$ cat src/rtl/rfphoenix_pte_amupd.sv
// PTE accessed/modified write-back engine.
// Queues {PTE address, set-m} updates from the TLB, merges duplicates that are
// still waiting, and performs a locked 32-bit read-modify-write per entry on a
// Wishbone-style bus (cyc held from read through write).
module rfphoenix_pte_amupd #(
    parameter int QDEP = 4,
    parameter int AWID = 32
) (
    input  logic            clk_i,
    input  logic            rst_ni,
    input  logic            req_i,
    input  logic [AWID-1:0] req_adr_i,
    input  logic            req_m_i,
    output logic            req_rdy_o,
    output logic            cyc_o,
    output logic            stb_o,
    output logic            we_o,
    output logic [3:0]      sel_o,
    output logic [AWID-1:0] adr_o,
    output logic [31:0]     dat_o,
    input  logic            ack_i,
    input  logic            err_i,
    input  logic [31:0]     dat_i,
    output logic            busy_o,
    output logic            err_o,
    output logic [AWID-1:0] err_adr_o
);

    localparam int PW = $clog2(QDEP);
    localparam int CW = PW + 1;

    typedef enum logic [2:0] {
        S_IDLE,
        S_RD,
        S_RDW,
        S_WR,
        S_WRW
    } state_t;

    // Queue storage: one register slot per entry so every slot can be compared
    // against an incoming address in the same cycle.
    logic [AWID-1:0] q_adr_q [QDEP];
    logic            q_m_q   [QDEP];
    logic            q_vld_q [QDEP];

    logic [PW-1:0]   rd_ptr_q, rd_ptr_d;
    logic [PW-1:0]   wr_ptr_q, wr_ptr_d;
    logic [CW-1:0]   cnt_q, cnt_d;
    logic            rdy_q, rdy_d;

    state_t          state_q, state_d;
    logic [AWID-1:0] adr_r_q, adr_r_d;
    logic            m_r_q, m_r_d;
    logic [31:0]     dat_q, dat_d;
    logic            err_q, err_d;
    logic [AWID-1:0] err_adr_q, err_adr_d;

    logic [AWID-1:0] req_adr_al;
    logic [QDEP-1:0] hit;
    logic            pop;
    logic            merge;
    logic            push;
    logic [31:0]     pte_new;

    // PTEs are word aligned; the two low address bits are never used.
    assign req_adr_al = {req_adr_i[AWID-1:2], 2'b00};

    // The head leaves the queue whenever the engine is idle and work exists.
    assign pop = (state_q == S_IDLE) && (cnt_q != '0);

    // A slot matches only while it is still waiting; the head being popped this
    // cycle is excluded so a late merge cannot be lost on its way out.
    for (genvar gi = 0; gi < QDEP; gi++) begin : g_hit
        assign hit[gi] = q_vld_q[gi] && (q_adr_q[gi] == req_adr_al) &&
                         !(pop && (rd_ptr_q == PW'(gi)));
    end

    // Merges need no free slot, so they are taken even while the queue is full.
    assign merge = req_i && (|hit);
    assign push  = req_i && rdy_q && !merge;

    // Per-slot state: allocate on push, release on pop, OR in m on merge.
    for (genvar gi = 0; gi < QDEP; gi++) begin : g_slot
        always_ff @(posedge clk_i or negedge rst_ni) begin
            if (!rst_ni) begin
                q_vld_q[gi] <= 1'b0;
                q_adr_q[gi] <= '0;
                q_m_q[gi]   <= 1'b0;
            end else begin
                if (push && (wr_ptr_q == PW'(gi))) begin
                    q_vld_q[gi] <= 1'b1;
                    q_adr_q[gi] <= req_adr_al;
                    q_m_q[gi]   <= req_m_i;
                end else if (pop && (rd_ptr_q == PW'(gi))) begin
                    q_vld_q[gi] <= 1'b0;
                end
                if (merge && hit[gi]) begin
                    q_m_q[gi] <= q_m_q[gi] | req_m_i;
                end
            end
        end
    end

    // Pointer/count bookkeeping; ready is registered from the next count.
    always_comb begin
        rd_ptr_d = rd_ptr_q + PW'(pop);
        wr_ptr_d = wr_ptr_q + PW'(push);
        cnt_d    = cnt_q + CW'(push) - CW'(pop);
        rdy_d    = (cnt_d != CW'(QDEP));
    end

    // Queue control registers.
    always_ff @(posedge clk_i or negedge rst_ni) begin
        if (!rst_ni) begin
            rd_ptr_q <= '0;
            wr_ptr_q <= '0;
            cnt_q    <= '0;
            rdy_q    <= 1'b1;
        end else begin
            rd_ptr_q <= rd_ptr_d;
            wr_ptr_q <= wr_ptr_d;
            cnt_q    <= cnt_d;
            rdy_q    <= rdy_d;
        end
    end

    // Updated PTE: a always set, m set when the request asked for it.
    assign pte_new = dat_i | 32'h0000_0200 | {21'd0, m_r_q, 10'd0};

    // Bus FSM next-state logic.
    always_comb begin
        state_d   = state_q;
        adr_r_d   = adr_r_q;
        m_r_d     = m_r_q;
        dat_d     = dat_q;
        err_d     = 1'b0;
        err_adr_d = err_adr_q;
        case (state_q)
            S_IDLE: begin
                if (cnt_q != '0) begin
                    adr_r_d = q_adr_q[rd_ptr_q];
                    m_r_d   = q_m_q[rd_ptr_q];
                    state_d = S_RD;
                end
            end
            S_RD: begin
                state_d = S_RDW;
            end
            S_RDW: begin
                if (err_i) begin
                    err_d     = 1'b1;
                    err_adr_d = adr_r_q;
                    state_d   = S_IDLE;
                end else if (ack_i) begin
                    // Invalid PTE or nothing to change: skip the write.
                    if (!dat_i[0] || (pte_new == dat_i)) begin
                        state_d = S_IDLE;
                    end else begin
                        dat_d   = pte_new;
                        state_d = S_WR;
                    end
                end
            end
            S_WR: begin
                state_d = S_WRW;
            end
            S_WRW: begin
                if (err_i) begin
                    err_d     = 1'b1;
                    err_adr_d = adr_r_q;
                    state_d   = S_IDLE;
                end else if (ack_i) begin
                    state_d = S_IDLE;
                end
            end
            default: begin
                state_d = S_IDLE;
            end
        endcase
    end

    // Bus FSM state register.
    always_ff @(posedge clk_i or negedge rst_ni) begin
        if (!rst_ni) begin
            state_q   <= S_IDLE;
            adr_r_q   <= '0;
            m_r_q     <= 1'b0;
            dat_q     <= '0;
            err_q     <= 1'b0;
            err_adr_q <= '0;
        end else begin
            state_q   <= state_d;
            adr_r_q   <= adr_r_d;
            m_r_q     <= m_r_d;
            dat_q     <= dat_d;
            err_q     <= err_d;
            err_adr_q <= err_adr_d;
        end
    end

    // Bus outputs decode straight from state so reset drops the cycle at once.
    assign cyc_o     = (state_q != S_IDLE);
    assign stb_o     = (state_q != S_IDLE);
    assign we_o      = (state_q == S_WR) || (state_q == S_WRW);
    assign sel_o     = stb_o ? 4'hF : 4'h0;
    assign adr_o     = adr_r_q;
    assign dat_o     = dat_q;
    assign req_rdy_o = rdy_q;
    assign busy_o    = (cnt_q != '0) || (state_q != S_IDLE);
    assign err_o     = err_q;
    assign err_adr_o = err_adr_q;

endmodule

$ cat config.mk
export PLATFORM = sky130hd
export DESIGN_NAME = rfphoenix_pte_amupd
export DESIGN_NICKNAME = d
export VERILOG_FILES = /design/src/rtl/rfphoenix_pte_amupd.sv
export SDC_FILE = /design/constraint.sdc
export NUM_CORES = 1
export LEC_CHECK = 0
export BUFFER_PORTS_ARGS = -buffer_cell sky130_fd_sc_hd__buf_4
export CAP_MARGIN = 5
export CORE_AREA = 5 5 149 151
export DETAILED_ROUTE_END_ITERATION = 8
export DIE_AREA = 0 0 154 156
export PLACE_DENSITY = 0.79
export SLEW_MARGIN = 25
export SYNTH_ARGS = -nofsm -noshare
export SYNTH_HDL_FRONTEND = slang
export SYNTH_SLANG_ARGS = --single-unit
$ cat constraint.sdc
create_clock -name clk_i -period 4.65 [get_ports clk_i]
set_input_delay 0.6975 -clock clk_i [delete_from_list [all_inputs] [get_ports clk_i]]
set_output_delay 0.6975 -clock clk_i [all_outputs]
set_load 0.01 [all_outputs]
# ---- After elaboration in Yosys (flattened, before gate mapping)
# Index checks and enable logic that the tools add are counted.
dict set report op_classes {
  magnitude_cmp 1
  mux 32
  n_eq_ne 19
  n_reduce_logical 52
  n_addsub 4
  bitwise 8
}
# operator n
set op_table {}
lappend op_table {{equality test 30 bit} 4}
lappend op_table {{binary-select mux 32 bit (select 2 bit)} 1}
lappend op_table {{2-to-1 mux 32 bit} 2}
lappend op_table {{equality test 32 bit} 1}
lappend op_table {{bitwise OR 32 x 11 -> 32 bit} 1}
lappend op_table {{logical AND 1 bit} 24}
lappend op_table {{2-to-1 mux 1 bit} 20}
lappend op_table {{nonzero test 2 bit} 8}
lappend op_table {{2-to-1 mux 3 bit} 5}
lappend op_table {{one-hot mux 3 bit (5 select lines)} 1}
lappend op_table {{inequality test 3 bit (second input constant)} 3}
lappend op_table {{equality test 2 bit (second input constant)} 4}
lappend op_table {{equality test 3 x 2 -> 1 bit (second input constant)} 2}
lappend op_table {{zero test 1 bit} 6}
lappend op_table {{nonzero test 3 bit} 2}
lappend op_table {{adder 2 x 1 -> 2 bit} 2}
lappend op_table {{equality test 2 x 1 -> 1 bit (second input constant)} 2}
lappend op_table {{zero test 2 bit} 2}
lappend op_table {{2-to-1 mux 4 bit} 1}
lappend op_table {{bitwise OR 1 bit} 4}
lappend op_table {{AND reduction 2 bit} 2}
lappend op_table {{AND reduction 4 bit} 1}
lappend op_table {{OR reduction 4 bit} 1}
lappend op_table {{adder 3 x 1 -> 3 bit} 1}
lappend op_table {{13 further kinds} 16}
dict set report totals {
  output_inout_bits 106
  reg_bits 237
  elab_cells 138
}

# ---- Longest topological paths before layout
dict set report logic_depth {
  depth_word 12
  depth_mapped 15
  depth_no_buf 14
}

# ---- Worst setup path after synthesis
# Ideal clock, no wire load.
dict set report synth_path {
  path_kind {register to register}
  startpoint {register state_q[0]}
  endpoint {register rdy_q, in the netlist req_rdy_o}
  slack_ps 1046
  stages_incl_launch_ff 16
  setup_time_ps 83
  period_less_slack_ps 3604
  arrival_ps 3521
  n_path_buf 1
  path_cell_list {dfrtp_1 -> nor3_2 -> inv_1 -> o41ai_2 -> nor3_1 -> and3_1 -> or3_1 -> clkbuf_1 -> or2_1 -> ha_1 -> inv_1 -> ha_1 -> fa_1 -> xnor2_1 -> xnor2_1 -> nand2_1}
}
dict set report synth_via {
  elab_chain_len 12
}
# item line
set synth_lines {}
lappend synth_lines {{from (decl)} 51} ;# state_t state_q, state_d;
lappend synth_lines {{from (signal assigned)} 192} ;# state_q <= state_d;
lappend synth_lines {{zero test 3 bit (*)} 69} ;# assign pop = (state_q == S_IDLE) && (cnt_q != '0);
lappend synth_lines {{logical AND 1 bit (*)} 69}
lappend synth_lines {{logical AND 1 bit} 75} ;# !(pop && (rd_ptr_q == PW'(gi)));
lappend synth_lines {{zero test 1 bit} 75}
lappend synth_lines {{logical AND 1 bit} 74} ;# assign hit[gi] = q_vld_q[gi] && (q_adr_q[gi] == req_adr_al) &&
lappend synth_lines {{OR reduction 4 bit} 79} ;# assign merge = req_i && (|hit);
lappend synth_lines {{logical AND 1 bit} 79}
lappend synth_lines {{zero test 1 bit} 80} ;# assign push = req_i && rdy_q && !merge;
lappend synth_lines {{logical AND 1 bit} 80}
lappend synth_lines {{adder 3 x 1 -> 3 bit} 108} ;# cnt_d = cnt_q + CW'(push) - CW'(pop);
lappend synth_lines {{subtractor 3 x 1 -> 3 bit (*)} 108}
lappend synth_lines {{net cnt_d[2]} 48} ;# logic [CW-1:0] cnt_q, cnt_d;
lappend synth_lines {{inequality test 3 bit (*)} 109} ;# rdy_d = (cnt_d != CW'(QDEP));
lappend synth_lines {{net rdy_d} 49} ;# logic rdy_q, rdy_d;
lappend synth_lines {{to (signal assigned)} 123} ;# rdy_q <= rdy_d;
lappend synth_lines {{to (decl)} 49}
# The timed path passes the listed nets; every way through them passes the cells marked *.
# A chain may end at the register's enable or synchronous reset.

# ---- Worst setup path after layout
# Ends and elaborated chain as after synthesis.

==> run_results.csv <==
group,metric,value,unit
synth,syn-instance-count,913,
floorplanning,die_w,154,um
clocking,post-cts-setup-buffer-count,0,
synth,async_reset_ff_frac,1.00,
timing,finClkSkew,16.6,ps
drt,first_pass_iters,5,
synth,synth_most_common_cell,"dfrtp_1",
power,p_clk_frac,0.183,
finish,design_area,13800,um^2
placed_design,hpwlAfterDp,21600,um
finish,final_util,0.665,
critical_path,crit_path_end_kind,"flip-flop",
timing,grt_setup_unrepaired,"false",
drt,drt_iter0_markers,516,
finish,regArea,5830,um^2
finish,antenna_cells,0,
finish,drive_above_1_share,0.383,
timing,min_period_over_period,0.843,
hold_path,hold_path_class,"input port to asynchronous set/reset pin",
power,seq_power_share,0.367,
synth,yosys.area.top_type,"dfrtp_1",
critical_path,rrSetupSlack,730,ps
synth,synthFlopType,"dfrtp_1",
clocking,h-tree-depth,1,
synth,synth_top_area_share,0.498,
run_status,status,"finished clean",
floorplanning,start_util,0.563,
clocking,cts-root-buf,"clkbuf_16",
timing,finalSetupViolCount,0,
placed_design,pre_cts_ws,703,ps
timing,hold_viol_final,0,
grt,grt_pass1_vias,7748,
critical_path,worstReg2RegStart,"state_q[0]",
synth,synth.ff_latch_count,233,
synth,synth_edf_count,0,
critical_path,start_kind,"flip-flop",
synth,yosysUniqueCellTypes,43,
critical_path,critical_path_class,"flip-flop to flip-flop",
critical_path,crit_end,"req_rdy_o",
grt,antenna_found_initial,0,
critical_path,rr_endpoint,"req_rdy_o",
grt,grt_use_met2,0.387,
drt,drt_wl_total,29700,um
grt,grt.total_usage,0.245,
power,pwr-share-comb,0.450,
grt,grt_pass1_wl,46200,um
drt,postRouteAntennaNets,0,
critical_path,rr_worst_depth,13,
power,switching_share,0.370,
placed_design,gp_congestion,0.959,
placed_design,place_area,13000,um^2
clocking,clkTransAtPathRegs,60,ps
synth,ys_seq_area_frac,0.501,
power,p_int,6720,uW
clocking,cts_tree,"yes",
floorplanning,dieArea,24000,um^2
drt,route.detailed.drc,0,
synth,yosysWarnings,0,
timing,fin_setup_tns,0,ps
placed_design,io_buffers,169,
clocking,cts_buffers,24,
power,power_switching,3950,uW
flow_run,maxCapViolCount,0,
grt,grt-ovfl-total,0,
timing,fmax,0.255,GHz
drt,via_count,7746,
timing,period_minus_slack,3920,ps
finish,num-fill-cells,1537,
floorplanning,ios,176,
clocking,clkLatencyLatePin,520,ps
synth,yosys-top-cells-area,"dfrtp_1 50%, mux2_2 11%, xor2_1 8.1%, mux4_2 6.0%, mux2_4 4.8%",
synth,syn_area,11700,um^2
critical_path,cp.required,5080,ps
timing,tightest_slew,945,ps
grt,grt_start_max_net_pins,119,
clocking,cts.sinks,233,
timing,fin_ws,731,ps
power,power.density,775,nW/um^2
grt,use_met3,0.0583,
finish,final_net_count,1122,
finish,syn_to_final_growth,18.1,%
floorplanning,rows,53,
grt,gr-usage-met1,0.341,
grt,busiest_layer,"met2",
floorplanning,fp.coreArea,20700,um^2
clocking,cts_resized,0,
timing,slew_headroom,0.369,
timing,drv_slew,0,
critical_path,path_max_fanout,9,
drt,via_per_inst,5.78,
synth,avgSynthCellArea,12.8,um^2
finish,multi_input_area,5360,um^2
critical_path,startpoint,"state_q[0]",
power,ir_drop,0.000360,V
clocking,cts.path.max_buffers,3,
synth,ys_top_cells_by_count,"232 x dfrtp_1, 114 x mux2_2, 108 x xor2_1, 106 x nand2_1, 50 x nor4_1",
drt,wl_per_cell,22.2,um
floorplanning,fp.dieH,156,um
power,p_leak,0.00623,uW
critical_path,arrival,4350,ps
clocking,holdBufCountCts,0,
==> cells by family after synthesis <==
group | after synthesis | share of synthesized area
flip-flops | 233 | 0.501
multiplexers | 211 | 0.246
XOR/XNOR | 125 | 0.0940
AND/OR/NAND/NOR | 229 | 0.0986
AO/OA/AOI/OAI | 22 | 0.0139
other | 1 | 0.000322
adder cells (fa/ha/maj) | 5 | 0.00601
buffers and inverters | 87 | 0.0409
==> how the worst min path moves through the flow <==
stage | to | slack [ps] | cells past startpoint
3_5_place_dp | dat_o[9] | 460 | 1
6_report | err_adr_o[5] | 250 | 1
2_1_floorplan | adr_o[10] | 400 | 0
4_1_cts | err_adr_o[10] | 290 | 1
3_3_place_gp | dat_o[0] | 450 | 1
5_1_grt | err_adr_o[10] | 330 | 1
==> stage by stage <==
stage	power (uW)	hold WS, ps	std cells
2_1_floorplan	6890	402	916
5_1_grt	11200	330	1339
3_5_place_dp	8690	457	1296
6_report	10700	253	1339
3_3_place_gp	8540	453	1296
4_1_cts	10700	289	1339
==> worst max-delay path, stage by stage, from the launching register on <==
cell and delay (ps):
dfrtp_1 460, nor3_2 260, inv_1 200, o41ai_1 670, nor4_1 230, or3_1 460, or2_1 250, ha_1 270
inv_1 40, ha_1 180, fa_1 400, xnor2_1 170, xnor2_1 160, nand2_1 70
==> cell type report <==
| type | count | area share |
|---|---|---|
| flip-flops and latches | 233 | 0.424 |
| multi-input cells | 596 | 0.390 |
| repair buffers | 182 | 0.101 |
| clock buffers | 36 | 0.0514 |
| well taps | 275 | 0.0250 |
| clock inverters | 7 | 0.00646 |
| inverters | 10 | 0.00273 |
==> layer usage <==
metal  vias up  routed length, um
met1      3932              12500
met2       288              13900
met3        63               2400
li1       3463                  -
met4         0                958
met5         -                  0
==> state kept, by name (all words and copies together) (netlist names) <==
name / cells
req_rdy_o: 1
err_adr_o: 30
adr_o: 30
state_q: 3
dat_o: 32
cnt_q: 3
err_o: 1
q_m_q: 4
wr_ptr_q: 2
m_r_q: 1
rd_ptr_q: 2
q_adr_q: 120
q_vld_q: 4
==> layout by cell type (no fill, tap or decap), drive strengths merged <==
cell type / Yosys / routed
a21oi: 3 / 3
and3: 1 / 1
and4: 5 / 5
buf: 41 / 182
bufinv: 0 / 2
clkbuf: 36 / 36
clkinv: 0 / 5
conb: 1 / 4
dfrtp: 232 / 232
dfstp: 1 / 1
fa: 1 / 1
ha: 4 / 4
inv: 10 / 10
mux2: 180 / 180
mux4: 31 / 31
nand2: 106 / 106
nand2b: 6 / 6
nand3: 9 / 9
nand3b: 2 / 2
nand4: 17 / 17
nand4b: 3 / 3
nor2: 15 / 15
nor2b: 4 / 4
nor3: 4 / 4
nor4: 50 / 50
o21ai: 8 / 8
o221ai: 4 / 4
o311a: 2 / 2
o31a: 3 / 3
o41ai: 2 / 2
or2: 1 / 1
or3: 5 / 5
or4: 1 / 1
xnor2: 17 / 17
xor2: 108 / 108
==> power groups by stage <==
stage / combinational [uW] / clock [uW] / sequential (uW)
final: 4800 / 1950 / 3920
after global routing: 5140 / 2060 / 4040
after CTS: 4810 / 1980 / 3900
after detailed placement: 4770 / 0 / 3930
after global placement: 4670 / 0 / 3870
after floorplan: 3010 / 0 / 3880
(Power assumes the default switching activity.)
